`src/rtl/control_fsm.sv`:
```
`default_nettype none
// ============================================================================
// control_fsm : multi-cycle instruction control FSM with fetch handshake,
//               datapath stalls, sticky illegal-instruction trap and retire count
// Revision    : 1.0
// ============================================================================
module control_fsm #(
  parameter int                 OPCODE_W   = 5,
  parameter int                 FUNC_W     = 4,
  parameter int                 ALUOP_W    = 4,
  parameter logic [ALUOP_W-1:0] ALUOP_PASS = 4'b1111,
  parameter int                 CNT_W      = 16
) (
  input  logic                CLK,
  input  logic                RST,
  input  logic                instr_valid,
  output logic                instr_ready,
  input  logic [OPCODE_W-1:0] opcode,
  input  logic [FUNC_W-1:0]   funct,
  input  logic                hold,
  output logic [ALUOP_W-1:0]  ALUop,
  output logic                regWrite,
  output logic                muxWriteReg,
  output logic                muxWriteData,
  output logic                irWrite,
  output logic                pcWrite,
  output logic                illegal,
  output logic                busy,
  output logic [CNT_W-1:0]    instr_count
);

  localparam logic [OPCODE_W-1:0] OP_AR     = OPCODE_W'(5'b00010);
  localparam logic [OPCODE_W-1:0] OP_T      = OPCODE_W'(5'b01011);
  localparam logic [FUNC_W-1:0]   FUNCT_MAX = FUNC_W'(4'b1000);

  typedef enum logic [2:0] {
    FETCH  = 3'd0,
    DECODE = 3'd1,
    EXEC   = 3'd2,
    WB     = 3'd3,
    TRAP   = 3'd4
  } state_t;

  state_t              state_q;
  state_t              state_d;
  logic [OPCODE_W-1:0] opcode_q;
  logic [FUNC_W-1:0]   funct_q;
  logic [ALUOP_W-1:0]  funct_alu;
  logic                is_ar;
  logic                is_t;
  logic                is_legal;

  // Only latched fields feed the decode, so opcode/funct never reach outputs.
  assign is_ar    = (opcode_q == OP_AR);
  assign is_t     = (opcode_q == OP_T);
  assign is_legal = is_t | (is_ar & (funct_q <= FUNCT_MAX));

  generate
    if (FUNC_W >= ALUOP_W) begin : g_funct_trunc
      assign funct_alu = funct_q[ALUOP_W-1:0];
    end else begin : g_funct_ext
      assign funct_alu = {{(ALUOP_W-FUNC_W){1'b0}}, funct_q};
    end
  endgenerate

  always_ff @(posedge CLK) begin
    if (RST) begin
      state_q     <= FETCH;
      opcode_q    <= '0;
      funct_q     <= '0;
      instr_count <= '0;
    end else begin
      state_q <= state_d;
      if (irWrite) begin
        opcode_q <= opcode;
        funct_q  <= funct;
      end
      if (regWrite) begin
        instr_count <= instr_count + CNT_W'(1);
      end
    end
  end

  always_comb begin
    state_d      = state_q;
    instr_ready  = 1'b0;
    irWrite      = 1'b0;
    regWrite     = 1'b0;
    pcWrite      = 1'b0;
    ALUop        = ALUOP_PASS;
    muxWriteReg  = 1'b0;
    muxWriteData = 1'b0;
    busy         = 1'b0;
    illegal      = 1'b0;

    case (state_q)
      FETCH: begin
        instr_ready = 1'b1;
        if (instr_valid) begin
          irWrite = 1'b1;
          state_d = DECODE;
        end
      end
      DECODE: begin
        busy    = 1'b1;
        state_d = is_legal ? EXEC : TRAP;
      end
      EXEC, WB: begin
        busy = 1'b1;
        // Only AR and T ever reach EXEC/WB; anything else trapped in DECODE.
        if (is_t) begin
          muxWriteReg  = 1'b1;
          muxWriteData = 1'b1;
        end else begin
          ALUop = funct_alu;
        end
        if (!hold) begin
          if (state_q == WB) begin
            regWrite = 1'b1;
            pcWrite  = 1'b1;
            state_d  = FETCH;
          end else begin
            state_d = WB;
          end
        end
      end
      TRAP: begin
        illegal = 1'b1;
      end
      default: begin
        state_d = FETCH;
      end
    endcase
  end

endmodule
`default_nettype wire
```
`config.mk`:
```
export PLATFORM = sky130hd
export DESIGN_NAME = control_fsm
export DESIGN_NICKNAME = d
export VERILOG_FILES = /design/src/rtl/control_fsm.sv
export SDC_FILE = /design/constraint.sdc
export NUM_CORES = 1
export LEC_CHECK = 0
export ABC_AREA = 1
export CORE_AREA = 2 2 63 65
export DETAILED_ROUTE_END_ITERATION = 7
export DIE_AREA = 0 0 65 67
export GPL_TIMING_DRIVEN = 0
export PLACE_DENSITY = 0.7
export SLEW_MARGIN = 40
export SYNTH_ARGS = -nofsm -noshare
export SYNTH_HDL_FRONTEND = slang
export SYNTH_SLANG_ARGS = --single-unit
```
`constraint.sdc`:
```
create_clock -name CLK -period 1.3 [get_ports CLK]
set_input_delay 0.26 -clock CLK [delete_from_list [all_inputs] [get_ports CLK]]
set_output_delay 0.26 -clock CLK [all_outputs]
set_load 0.03 [all_outputs]
```
# Yosys cells after proc, flatten, opt, wreduce, memory -nomap -nowiden
# Index checks and enable logic that the tools add are counted.
# classes
addsub,1
mul,0
div_mod_pow,0
order_cmp,1
n_eq_ne,8
n_shift,0
muxes,17
n_bitwise,3
n_reduce_logical,4
# ops
op,count
$add 16x1->16 const B,1
$pmux 3 s4,1
$mux 1,10
$mux 3,3
$mux 4,2
$eq 3x2->1 const B,2
$eq 5x2->1 const B,1
$eq 5x4->1 const B,1
$le 4x4->1 const B,1
$ne 2x2->1 const B,2
$eq 3x1->1 const B,1
$eq 3x3->1 const B,1
$logic_not 3->1,1
$reduce_and 3->1,1
$reduce_or 3->1,1
$mux 2,1
$reduce_or 2->1,1
$and 1x1->1,1
$not 1->1,1
$or 1x1->1,1
# totals
regBits,28
latchBits,0
ramBits,0
mem_bits_ro,0
input_bits,13
out_inout_bits,28
elab_cells,38
mem_count,0

# Depth between registers and ports, before layout
# logic_depth
depth_word,5
ltp_mapped,9
depth_no_buf,9

# Worst setup path after synthesis
# OpenSTA, ideal clock, no wires.
# synth_path
path_kind,flip-flop to output port
startpoint,reg state_q[2]
endpoint,out irWrite
t_arrival_ps,1446
required_ps,1040
setup_slack_ps,-406
stages_incl_launch_ff,5
path_buffers,1
path_cell_list,dfxtp_1 -> buf_2 -> nor3_2 -> nand2_1 -> inv_1
# synth_between
elab_chain_cells,2
# synth_lines
item,line_no,text
start: declaration,44,state_t state_q;
start signal: assignment,73,state_q <= state_d;
$logic_not 3->1,96,case (state_q)
$mux 1,96,
end: declaration,25,"output logic irWrite,"
# Every way passes these cells.

# Final worst setup path
# layout_path
startpoint,reg state_q[0]
endpoint,out muxWriteReg
# layout_between
elab_chain_cells,3
word_cells_on_any_way,4
classes_between,2 x eq/ne; 1 x mux; 1 x reduce/logical
# layout_lines
item,line_no,text
$eq 3x2->1,96,
$reduce_or 2->1 (*),n/a,
$mux 1 (*),96,
end: declaration,23,"output logic muxWriteReg,"
# Every way passes the cells marked *; elsewhere a longest branch is shown, timed or not.

==> flow_metrics.env <==
export IMPL_run_status="finished with violations"
export IMPL_violations="setup timing"
export IMPL_placed_cells=305
export IMPL_hold_ws_ns=0.477
export IMPL_synth_edf_count=0
export IMPL_path_class="reg -> out"
export IMPL_path_clk_slew_ns=0.09
export IMPL_layout_nets=294
export IMPL_finalNonFillerCells=327
export IMPL_cts_hold_buf=0
export IMPL_synth_common_cells="47 x nand2_1, 38 x inv_1, 28 x dfxtp_1"
export IMPL_grt_overflow_total=0
export IMPL_synth_warnings=0
export IMPL_syn_mean_instance_area_um2=6.59
export IMPL_cp_end_kind="primary output"
export IMPL_post_place_ws_ns=-0.712
export IMPL_fp_coreArea_um2=3610
export IMPL_routed_wl_um=3690
export IMPL_yosys_register_bits=28
export IMPL_rsz0062_at_grt="yes"
export IMPL_synth_area_leaders="dfxtp_1 39%, nand2_1 12%, inv_1 10%, a21oi_1 7.3%, nor2_1 6.8%"
export IMPL_worst_ep_arrival_time_ns=1.31
export IMPL_drive_gt1_share_pct=34.4
export IMPL_cpMaxStageDelayCell="dfxtp_4"
export IMPL_tightest_slew_ns=0.273
export IMPL_placed_area_um2=1950
export IMPL_maxSlewHeadroom_pct=81.8
export IMPL_leakagePower_nw=0.949
export IMPL_netlist_instances=217
export IMPL_vias=1531
export IMPL_fin_skew_ns=0.00177
export IMPL_finalWeightedCongestion=0.875
export IMPL_cts_tree="built"
export IMPL_hold_viol=0
export IMPL_path_cells="nor2_4 -> nand2_2 -> nand2_4 -> nand4_1 -> inv_2 -> buf_6 -> buf_6"
export IMPL_synth_cell_types=20
export IMPL_critPathMaxStageDelay_ns=0.39
export IMPL_grt_max_degree=16
export IMPL_worst_path_buf_inv=3
export IMPL_design_area_um2=2250
export IMPL_final_period_utilization_pct=121
export IMPL_required_ns=1.04
export IMPL_crit_fanout=5
export IMPL_hold_class="reg -> reg"
export IMPL_drc=0
export IMPL_synth_area_leader_cell="dfxtp_1"
export IMPL_h_tree_depth=1
export IMPL_cts_buffers_inserted=3
export IMPL_insertion_delay_ns=0.27
export IMPL_synth_most_common_cell="nand2_1"
export IMPL_clock_sinks=28
export IMPL_fin_ws_ns=-0.275
export IMPL_grt_first_pass_wirelength_um=5920
export IMPL_top_level_ports=41
export IMPL_synthesis_area_um2=1430
export IMPL_clockBufferDepth=2
export IMPL_fin_setup_tns_ns=-3.71
export IMPL_ys_flop_type="dfxtp_1"
export IMPL_dp_hpwl_um=2530
export IMPL_setup_viol=23
export IMPL_antenna_found_initial=0
export IMPL_dieWidth_um=65
export IMPL_grt_usage_pct=17.3
export IMPL_area_growth_syn_to_layout_pct=57.6
export IMPL_drtIter0Drc=63
export IMPL_grt_pass1_vias=1347
export IMPL_ant_nets=0
export IMPL_n_antenna_cell=0
export IMPL_ys_seq_area_share_pct=39.2
export IMPL_die_area_um2=4360
export IMPL_slew_violations=0
export IMPL_nFillCells=323
export IMPL_synth_nets=231
export IMPL_rows=22
export IMPL_port_buffer_count=40
export IMPL_post_route_min_period_ns=1.57
export IMPL_dr_pass1_iters=4
export IMPL_start_kind="register"
export IMPL_cts_root_buffer="clkbuf_8"
export IMPL_routedWlPerCell_um=11.3
export IMPL_synth_top_cell_area_share_pct=39.2
export IMPL_maxCapViolations=0
export IMPL_worst_path_dominant_cell_family="flip-flops"
export IMPL_synth_async_reset_ratio_pct=0
export IMPL_pwr_density_cell_nw_per_um2=1550
export IMPL_routed_via_density=4.68
export IMPL_initial_core_util_pct=39.7
export IMPL_peakVddDrop_mv=0.543
export IMPL_cp_common_cell="buf_6"
export IMPL_die_height_um=67
export IMPL_fmax_mhz=635
==> layout by cell type, fill, tap and decap left out, drive strengths merged <==
cell type / n
nand3: 13
nor3: 4
nand4: 8
inv: 38
clkdlybuf4s50: 12
ha: 1
nor2: 31
nand2: 48
buf: 36
clkbuf: 11
clkdlybuf4s15: 9
o21bai: 1
a21oi: 21
o21ai: 18
dfxtp: 28
==> routing by layer <==
metal / vias to the layer above / GRT usage (%) / wire, um
li1: 812 / - / -
met1: 682 / 21.9 / 1630
met2: 33 / 30.5 / 1840
met3: 4 / 2.36 / 188
met4: 0 / 5.05 / 35
met5: - / 0 / 0
==> repair_timing <==
| item | CTS | global route |
|---|---|---|
| endpoints found under the setup margin | 48 | 43 |
| resized for setup | 145 | 34 |
| buffers inserted | 11 | 8 |
| pin swaps | 10 | 10 |
==> registers in the layout, indices dropped and copies added (netlist names) <==
register,flops
instr_count,16
opcode_q,5
funct_alu,4
state_q,3
==> report_power, final <==
part / internal (W) / total (W) / switching, W / leakage, nW
Combinational: 0.000797 / 0.00175 / 0.000954 / 0.686
Clock: 0.000271 / 0.000541 / 0.000269 / 0.0288
Sequential: 0.00103 / 0.00119 / 0.000169 / 0.233
Total: 0.00209 / 0.00349 / 0.00139 / 0.949
==> cells by family (layout without fill, tap and decap cells) <==
logic type               after synthesis  in the layout  synth area share (%)
adder cells (fa/ha/maj)                1              1                 0.875
AO/OA/AOI/OAI                         40             40                  14.2
buffers and inverters                 44            106                  12.4
AND/OR/NAND/NOR                      104            104                  33.3
flip-flops                            28             28                  39.2
==> area by class of cell <==
type	count	area, um^2	share of cell area, %
Timing Repair Buffer	59	537	23.8
Multi-Input combinational cell	145	827	36.7
Clock buffer	4	55.1	2.44
Tap cell	48	60.1	2.67
Buffer	5	46.3	2.05
Inverter	38	143	6.33
Sequential cell	28	586	26.0
==> worst register-to-register path: cells and delay by family (launching register included) <==
family | cells | cell delay, ns
buf+inv | 2 | 0.24
flops | 1 | 0.41
simple gates | 7 | 0.71
==> path summary, 6_finish.rpt <==
kind | start | endpoint | slack (ns) | depth (start not counted)
max | state_q[0] | muxWriteReg | -0.27 | 7
min | funct_alu[0] | funct_alu[0] | 0.48 | 2
max reg2reg | state_q[1] | instr_count[8] | -0.16 | 9
min reg2reg | funct_alu[0] | funct_alu[0] | 0.48 | 2
==> stage by stage <==
stage          utilization [%]  total power [W]
6_report                  62.5          0.00349
5_1_grt                   62.5          0.00372
4_1_cts                   60.1          0.00333
3_5_place_dp              54.0          0.00255
3_3_place_gp              54.0          0.00254
2_1_floorplan                -          0.00210
Power figures use the tool's default switching activity.
